===== src/rtl/multicycle_control_fsm.sv =====
`default_nettype none
// ============================================================================
//  Module      : multicycle_control_fsm
//  Description : Main sequencer for a multi-cycle RISC-V datapath. Steps one
//                shared ALU/memory through fetch, decode, execute, memory and
//                writeback; waits on a memory ready handshake, counts retired
//                instructions and traps on illegal opcodes / memory timeouts.
//  Revision    : 1.0 - initial release
// ============================================================================
module multicycle_control_fsm #(
    parameter int MEM_TIMEOUT = 0,   // max wait cycles per memory access; 0 = forever
    parameter int CNT_WIDTH   = 32   // width of the retired-instruction counter
) (
    input  logic                 clk,
    input  logic                 reset,
    input  logic [6:0]           op_i,
    input  logic                 mem_ready_i,
    output logic                 pc_write_o,
    output logic                 branch_o,
    output logic                 ir_write_o,
    output logic                 adr_src_o,
    output logic                 mem_read_o,
    output logic                 mem_write_o,
    output logic                 reg_write_o,
    output logic [1:0]           alu_src_a_o,
    output logic [1:0]           alu_src_b_o,
    output logic [2:0]           alu_op_o,
    output logic [1:0]           result_src_o,
    output logic [CNT_WIDTH-1:0] instret_o,
    output logic                 trap_o,
    output logic [1:0]           trap_cause_o
);

    localparam int WAIT_W = (MEM_TIMEOUT > 1) ? $clog2(MEM_TIMEOUT) : 1;

    localparam logic [3:0] c_FETCH     = 4'd0;
    localparam logic [3:0] c_DECODE    = 4'd1;
    localparam logic [3:0] c_MEM_ADR   = 4'd2;
    localparam logic [3:0] c_MEM_READ  = 4'd3;
    localparam logic [3:0] c_MEM_WB    = 4'd4;
    localparam logic [3:0] c_MEM_WRITE = 4'd5;
    localparam logic [3:0] c_EXEC_R    = 4'd6;
    localparam logic [3:0] c_EXEC_I    = 4'd7;
    localparam logic [3:0] c_EXEC_LUI  = 4'd8;
    localparam logic [3:0] c_ALU_WB    = 4'd9;
    localparam logic [3:0] c_BRANCH    = 4'd10;
    localparam logic [3:0] c_JAL       = 4'd11;
    localparam logic [3:0] c_JALR      = 4'd12;
    localparam logic [3:0] c_JALR_PC   = 4'd13;
    localparam logic [3:0] c_TRAP      = 4'd14;

    localparam logic [6:0] c_OP_LOAD  = 7'b0000011;
    localparam logic [6:0] c_OP_STORE = 7'b0100011;
    localparam logic [6:0] c_OP_R     = 7'b0110011;
    localparam logic [6:0] c_OP_I     = 7'b0010011;
    localparam logic [6:0] c_OP_BR    = 7'b1100011;
    localparam logic [6:0] c_OP_JAL   = 7'b1101111;
    localparam logic [6:0] c_OP_JALR  = 7'b1100111;
    localparam logic [6:0] c_OP_LUI   = 7'b0110111;

    localparam logic [1:0] c_CAUSE_ILLEGAL = 2'b01;
    localparam logic [1:0] c_CAUSE_TIMEOUT = 2'b10;

    logic [3:0]           state_q, state_d;
    logic [CNT_WIDTH-1:0] instret_q;
    logic                 trap_q;
    logic [1:0]           cause_q, cause_d;
    logic                 w_retire;
    logic                 w_wait_last;
    logic                 w_mem_state;

    assign w_mem_state = (state_q == c_FETCH) || (state_q == c_MEM_READ) ||
                         (state_q == c_MEM_WRITE);

    // Wait counter: cleared on any state change, counts cycles spent stalled
    // in a memory state; only exists when a timeout is configured.
    generate
        if (MEM_TIMEOUT > 0) begin : g_timeout
            logic [WAIT_W-1:0] wait_cnt_q;

            assign w_wait_last = (wait_cnt_q == WAIT_W'(MEM_TIMEOUT - 1));

            // Count stall cycles; staying in a memory state implies not ready.
            always_ff @(posedge clk) begin
                if (reset) begin
                    wait_cnt_q <= '0;
                end else if (w_mem_state && (state_d == state_q)) begin
                    wait_cnt_q <= wait_cnt_q + 1'b1;
                end else begin
                    wait_cnt_q <= '0;
                end
            end
        end else begin : g_no_timeout
            assign w_wait_last = 1'b0;
        end
    endgenerate

    // Next-state, retire and trap-cause selection.
    always_comb begin
        state_d  = state_q;
        cause_d  = 2'b00;
        w_retire = 1'b0;
        case (state_q)
            c_FETCH: begin
                if (mem_ready_i) begin
                    state_d = c_DECODE;
                end else if (w_wait_last) begin
                    state_d = c_TRAP;
                    cause_d = c_CAUSE_TIMEOUT;
                end
            end
            c_DECODE: begin
                case (op_i)
                    c_OP_LOAD, c_OP_STORE: state_d = c_MEM_ADR;
                    c_OP_R:                state_d = c_EXEC_R;
                    c_OP_I:                state_d = c_EXEC_I;
                    c_OP_BR:               state_d = c_BRANCH;
                    c_OP_JAL:              state_d = c_JAL;
                    c_OP_JALR:             state_d = c_JALR;
                    c_OP_LUI:              state_d = c_EXEC_LUI;
                    default: begin
                        state_d = c_TRAP;
                        cause_d = c_CAUSE_ILLEGAL;
                    end
                endcase
            end
            c_MEM_ADR:   state_d = (op_i == c_OP_LOAD) ? c_MEM_READ : c_MEM_WRITE;
            c_MEM_READ: begin
                if (mem_ready_i) begin
                    state_d = c_MEM_WB;
                end else if (w_wait_last) begin
                    state_d = c_TRAP;
                    cause_d = c_CAUSE_TIMEOUT;
                end
            end
            c_MEM_WB: begin
                state_d  = c_FETCH;
                w_retire = 1'b1;
            end
            c_MEM_WRITE: begin
                if (mem_ready_i) begin
                    state_d  = c_FETCH;
                    w_retire = 1'b1;
                end else if (w_wait_last) begin
                    state_d = c_TRAP;
                    cause_d = c_CAUSE_TIMEOUT;
                end
            end
            c_EXEC_R, c_EXEC_I, c_EXEC_LUI: state_d = c_ALU_WB;
            c_ALU_WB, c_BRANCH: begin
                state_d  = c_FETCH;
                w_retire = 1'b1;
            end
            c_JAL:     state_d = c_ALU_WB;
            c_JALR:    state_d = c_JALR_PC;
            c_JALR_PC: state_d = c_ALU_WB;
            c_TRAP:    state_d = c_TRAP;
            default:   state_d = c_FETCH;
        endcase
    end

    // State, retire counter and sticky trap registers.
    always_ff @(posedge clk) begin
        if (reset) begin
            state_q   <= c_FETCH;
            instret_q <= '0;
            trap_q    <= 1'b0;
            cause_q   <= 2'b00;
        end else begin
            state_q <= state_d;
            if (w_retire) begin
                instret_q <= instret_q + 1'b1;
            end
            // Only the entry into TRAP records a cause, so the first is kept.
            if ((state_d == c_TRAP) && (state_q != c_TRAP)) begin
                trap_q  <= 1'b1;
                cause_q <= cause_d;
            end
        end
    end

    // Control decode from the state register; FETCH write enables also wait
    // on ready, and reset suppresses every enable/strobe.
    always_comb begin
        pc_write_o   = 1'b0;
        branch_o     = 1'b0;
        ir_write_o   = 1'b0;
        adr_src_o    = 1'b0;
        mem_read_o   = 1'b0;
        mem_write_o  = 1'b0;
        reg_write_o  = 1'b0;
        alu_src_a_o  = 2'b00;
        alu_src_b_o  = 2'b00;
        alu_op_o     = 3'b000;
        result_src_o = 2'b00;
        case (state_q)
            c_FETCH: begin
                mem_read_o   = 1'b1;
                alu_src_b_o  = 2'b10;
                result_src_o = 2'b10;
                ir_write_o   = mem_ready_i;
                pc_write_o   = mem_ready_i;
            end
            c_DECODE: begin
                alu_src_a_o = 2'b01;
                alu_src_b_o = 2'b01;
            end
            c_MEM_ADR, c_JALR: begin
                alu_src_a_o = 2'b10;
                alu_src_b_o = 2'b01;
            end
            c_MEM_READ: begin
                adr_src_o  = 1'b1;
                mem_read_o = 1'b1;
            end
            c_MEM_WB: begin
                reg_write_o  = 1'b1;
                result_src_o = 2'b01;
            end
            c_MEM_WRITE: begin
                adr_src_o   = 1'b1;
                mem_write_o = 1'b1;
            end
            c_EXEC_R: begin
                alu_src_a_o = 2'b10;
                alu_op_o    = 3'b010;
            end
            c_EXEC_I: begin
                alu_src_a_o = 2'b10;
                alu_src_b_o = 2'b01;
                alu_op_o    = 3'b011;
            end
            c_EXEC_LUI: begin
                alu_src_b_o = 2'b01;
                alu_op_o    = 3'b100;
            end
            c_ALU_WB: reg_write_o = 1'b1;
            c_BRANCH: begin
                alu_src_a_o = 2'b10;
                alu_op_o    = 3'b001;
                branch_o    = 1'b1;
            end
            c_JAL, c_JALR_PC: begin
                pc_write_o  = 1'b1;
                alu_src_a_o = 2'b01;
                alu_src_b_o = 2'b10;
            end
            default: ;
        endcase
        if (reset) begin
            pc_write_o  = 1'b0;
            branch_o    = 1'b0;
            ir_write_o  = 1'b0;
            mem_read_o  = 1'b0;
            mem_write_o = 1'b0;
            reg_write_o = 1'b0;
        end
    end

    assign instret_o    = instret_q;
    assign trap_o       = trap_q;
    assign trap_cause_o = cause_q;

endmodule
`default_nettype wire


===== config.mk =====
export PLATFORM = sky130hd
export DESIGN_NAME = multicycle_control_fsm
export DESIGN_NICKNAME = d
export VERILOG_FILES = /design/src/rtl/multicycle_control_fsm.sv
export SDC_FILE = /design/constraint.sdc
export NUM_CORES = 1
export LEC_CHECK = 0
export CELL_PAD_IN_SITES_DETAIL_PLACEMENT = 0
export CELL_PAD_IN_SITES_GLOBAL_PLACEMENT = 2
export CORE_UTILIZATION = 30
export CTS_BUF_LIST = sky130_fd_sc_hd__clkbuf_8
export CTS_CLUSTER_SIZE = 16
export DETAILED_ROUTE_END_ITERATION = 7
export DONT_BUFFER_PORTS = 1
export PLACE_DENSITY_LB_ADDON = 0.1
export SETUP_SLACK_MARGIN = 0.2
export SLEW_MARGIN = 10
export SYNTH_ARGS = -nofsm -noshare
export SYNTH_HDL_FRONTEND = slang
export SYNTH_SLANG_ARGS = --single-unit

===== constraint.sdc =====
create_clock -name clk -period 4.05 [get_ports clk]
set_clock_uncertainty 0.2 [all_clocks]
set_input_delay 0.81 -clock clk [delete_from_list [all_inputs] [get_ports clk]]
set_output_delay 0.81 -clock clk [all_outputs]
set_load 0.01 [all_outputs]

# Yosys cells after proc, flatten, opt, wreduce, memory -nomap -nowiden
# Cells that the tools add are included.
# Widths: inputs -> output; s select.
# totals
ff_bits	39
input_bits	10
out_inout_bits	51
# op_classes
addsub	1
n_eq_ne	24
n_mux	27
n_reduce_logical	14
# op_table
cell	n
$add 32x1->32 const B	1
$eq 4x4->1 const B	8
$pmux 4 s8	1
$pmux 4 s7	1
$eq 7x6->1 const B	3
$eq 7x7->1 const B	3
$eq 4x3->1 const B	4
$reduce_or 5->1	3
$mux 1	14
$mux 4	3
$pmux 2 s2	3
$pmux 3 s4	1
$reduce_or 2->1	5
$reduce_or 3->1	3
$eq 4x2->1 const B	2
$reduce_or 8->1	1
$eq 7x2->1 const B	1
$eq 7x5->1 const B	1
$eq 4x1->1 const B	1
$logic_not 4->1	1
$ne 4x4->1 const B	1
$pmux 1 s2	2
$mux 3	1
$mux 2	1
$logic_and 1x1->1	1

# Depth between registers and ports, before layout
# logic_depth
word_depth	6
ltp_mapped	8

# Least setup slack after synthesis
# OpenSTA, ideal clock, no wires.
# synth_path
path_type	in2out
startpoint	input port reset
endpoint	output port mem_read_o
arrival_time_ps	1607
required_time_ps	3040
path_slack_ps	1433
path_stages	3
path_buffers	2
cell_sequence	clkbuf_1 > clkbuf_1 > nor4_1
# synth_between
elab_chain_len	1
# synth_lines
element	line_no	text
start: declaration	15	input logic reset,
$mux 1	250	if (reset) begin
end: declaration	22	output logic mem_read_o,
# No other way between the ends.

# Worst setup path in the final report
# layout_path
startpoint	register state_q[0]
endpoint	output port alu_src_b_o[0]
# layout_between
elab_chain_len	3
# layout_lines
element	line_no	text
start: declaration	64	logic [3:0] state_q, state_d;
start signal: assignment	165	state_q <= c_FETCH;
start signal: assignment	170	state_q <= state_d;
$eq 4x4->1, or another cell as far along	196	case (state_q)
$reduce_or 5->1 (no source line) / $reduce_or 3->1 (equally long branches)	--	
$pmux 2 s2 *	196	
end: declaration	26	output logic [1:0] alu_src_b_o,
# Mark *: on every way between the ends. The rest lies on a longest branch, timed or not.

==> flow_metrics.py <==
metrics = {
    "grt": {
        "grtUsageMet3_pct": 4.96,
        "grt_antenna_before_repair": 0,
        "grt_overflow_total": 0,
        "grt_max_degree": 44,
        "grt-busiest-layer": "met2",
        "grt_first_pass_wirelength_um": 10500,
        "grtUsageMet1_pct": 21.1,
        "grt_pass1_vias": 2057,
        "track_usage_pct": 15.0,
        "grtUsageMet2_pct": 22.1,
    },
    "power": {
        "power.total_uw": 1230,
        "power_density_nw_per_um2": 472,
        "p_leak_uw": 0.000759,
        "peakVddDrop_mv": 0.126,
    },
    "yosys": {
        "yosysWarnings": 0,
        "synth_top_area_share_pct": 30.4,
        "synth.distinct_cells": 55,
        "syn-cell-area_um2": 2500,
        "syn_nets": 325,
        "post_synth_main_area_contributors": "dfxtp_1 30%, xnor2_1 9.8%, nor2_1 5.7%",
        "avgSynthCellArea_um2": 7.97,
        "synthCells": 314,
        "ys_seq_area_share_pct": 30.4,
        "synthFlopType": "dfxtp_1",
        "synth_edf_count": 0,
        "ys_ff_latch": 38,
        "synthArstFlopShare_pct": 0,
        "yosysTopAreaCell": "dfxtp_1",
    },
    "drt": {
        "post_drt_wl_per_cell_um": 15.8,
        "dr.pass1.iters": 4,
        "drcViolationCount": 0,
        "drtIter0Drc": 94,
        "postRouteAntennaNets": 0,
        "num_vias": 2075,
        "wl_um": 6310,
        "via_per_inst": 5.19,
    },
    "sta": {
        "setup_viol": 0,
        "tightest_slew_ps": 946,
        "hold_viol": 0,
        "slew_violations": 0,
        "period_share_pct": 79.3,
        "fin_crit_ps": 3210,
        "fin_setup_tns_ps": 0,
        "maxSlewHeadroom_pct": 36.9,
        "rsz0062_at_grt": "false",
        "layout_setup_ws_ps": 837,
        "fmax_ghz": 0.311,
    },
    "floorplanning": {
        "start_util_pct": 31.7,
        "num_io_pins": 61,
        "row_count": 32,
        "coreArea_um2": 7890,
        "die_height_um": 93.4,
        "die_area_um2": 8720,
        "die_w_um": 93.4,
    },
    "critical_path": {
        "path_max_fanout": 27,
        "setup.worst_path.start_class": "register",
        "required_ps": 3040,
        "cp-end-kind": "output pin",
        "worstPathArrival_ps": 2200,
        "path_class": "reg2out",
    },
    "place": {
        "place.detailed.hpwl_um": 4400,
        "place_ws_ps": 1150,
        "portBuffers": 0,
        "place.gp.congestion": 0.706,
    },
    "layout": {
        "fin_util_pct": 33.0,
        "multi_input_area_um2": 1560,
        "syn2layout_area_growth_pct": 4.00,
        "n_antenna_cell": 0,
        "fin_nets": 308,
        "register_area_um2": 761,
        "drive_gt1_share_pct": 9.73,
        "fillerInstances": 830,
        "final_cell_mix": "38 x nor2_1, 38 x dfxtp_1, 28 x xnor2_1",
    },
    "cts": {
        "cts-root-buf": "clkbuf_8",
        "cts_buffers": 5,
        "clk_latency_ps": 290,
        "cts_buffer_depth": 2,
        "hold_buffers": 0,
        "clk_pin_slew_ps": 70,
        "cts_tree": "done",
        "cts.sinks": 38,
        "cts_setup_buffers": 0,
        "cts_resized": 0,
        "cts_htree_levels": 2,
    },
    "min_path": {
        "min_path_type": "reg2reg",
    },
    "status": {
        "status": "finished, final reports clean",
    },
    "run": {
        "max_cap_viol_count": 0,
    },
}
==> registers in the layout (all words and copies together) (netlist names) <==
| signal | count |
|---|---|
| trap_cause_o | 1 |
| instret_o | 32 |
| state_q | 4 |
| trap_o | 1 |
==> cell type report <==
class / instances / share of cell area, %
clock inverter: 2 / 0.336
multi-input combinational: 237 / 59.8
inverter: 12 / 1.73
timing repair buffer: 3 / 0.865
tap: 102 / 4.90
clock buffer: 6 / 3.17
sequential: 38 / 29.2
==> path summary, 6_finish.rpt <==
| path | cells past startpoint | endpoint | start | slack, ps |
|---|---|---|---|---|
| worst max register to register | 6 | instret_o[31]$_SDFFE_PP0P_ | state_q[0]$_SDFF_PP0_ | 1140 |
| worst min-delay path | 2 | trap_o$_SDFFE_PP0P_ | trap_o$_SDFFE_PP0P_ | 290 |
| worst min register to register | 2 | trap_o$_SDFFE_PP0P_ | trap_o$_SDFFE_PP0P_ | 290 |
| worst max-delay path | 4 | alu_src_b_o[0] | state_q[0]$_SDFF_PP0_ | 840 |
==> logic make-up after synthesis <==
| group | count (synthesis) | share of synthesized area, % |
|---|---|---|
| buf+inv | 39 | 7.60 |
| mux | 2 | 0.800 |
| other cells | 1 | 0.150 |
| compound gates | 73 | 21.7 |
| simple gates | 132 | 29.0 |
| fa+ha+maj | 1 | 0.500 |
| xor+xnor | 28 | 9.80 |
| flops | 38 | 30.4 |
==> metal layers <==
| layer | vias up | share of wire, % |
|---|---|---|
| li1 | 1073 | - |
| met1 | 951 | 52 |
| met4 | 0 | 0.55 |
| met3 | 4 | 6.3 |
| met2 | 47 | 41 |
| met5 | - | 0 |
==> critical path: stages, from the launching register on <==
cell      delay [ps]
dfxtp_1          950
nand2b_1         220
o21ai_0          320
inv_1             60
o21ai_0          370
==> Yosys cell counts, types with 2 or more instances <==
cell type / number
nand2b_1: 8
nor3b_1: 3
o31ai_1: 3
a21oi_1: 25
a21o_1: 2
buf_4: 3
a2111oi_4: 2
and2_1: 5
xnor2_1: 28
nor2b_1: 7
buf_6: 3
nand4_1: 4
or3_1: 2
a211oi_1: 11
or2_2: 4
nand3_1: 16
nor2_1: 38
a2111oi_2: 5
and3_1: 4
inv_1: 12
a31oi_1: 3
nor3_1: 6
buf_1: 3
or4_1: 3
dfxtp_1: 38
and4_1: 3
buf_2: 8
o21ai_0: 10
nand2_1: 19
clkbuf_1: 10
mux2i_1: 2
==> per-stage QoR <==
step | cells | hold slack [ps] | cell area [µm²]
final | 400 | 291 | 2600
after global placement | 392 | 278 | 2510
after global routing | 400 | 324 | 2600
after CTS | 400 | 293 | 2600
after detailed placement | 392 | 280 | 2510
after floorplan | 314 | 270 | 2500
==> power breakdown <==
part           total [µW]  internal, µW  switching [µW]
registers             508           402             106
clock network         269           135             134
logic                 453           168             285
total                1230           705             525
Note: power is estimated with default switching activity, not from simulation.
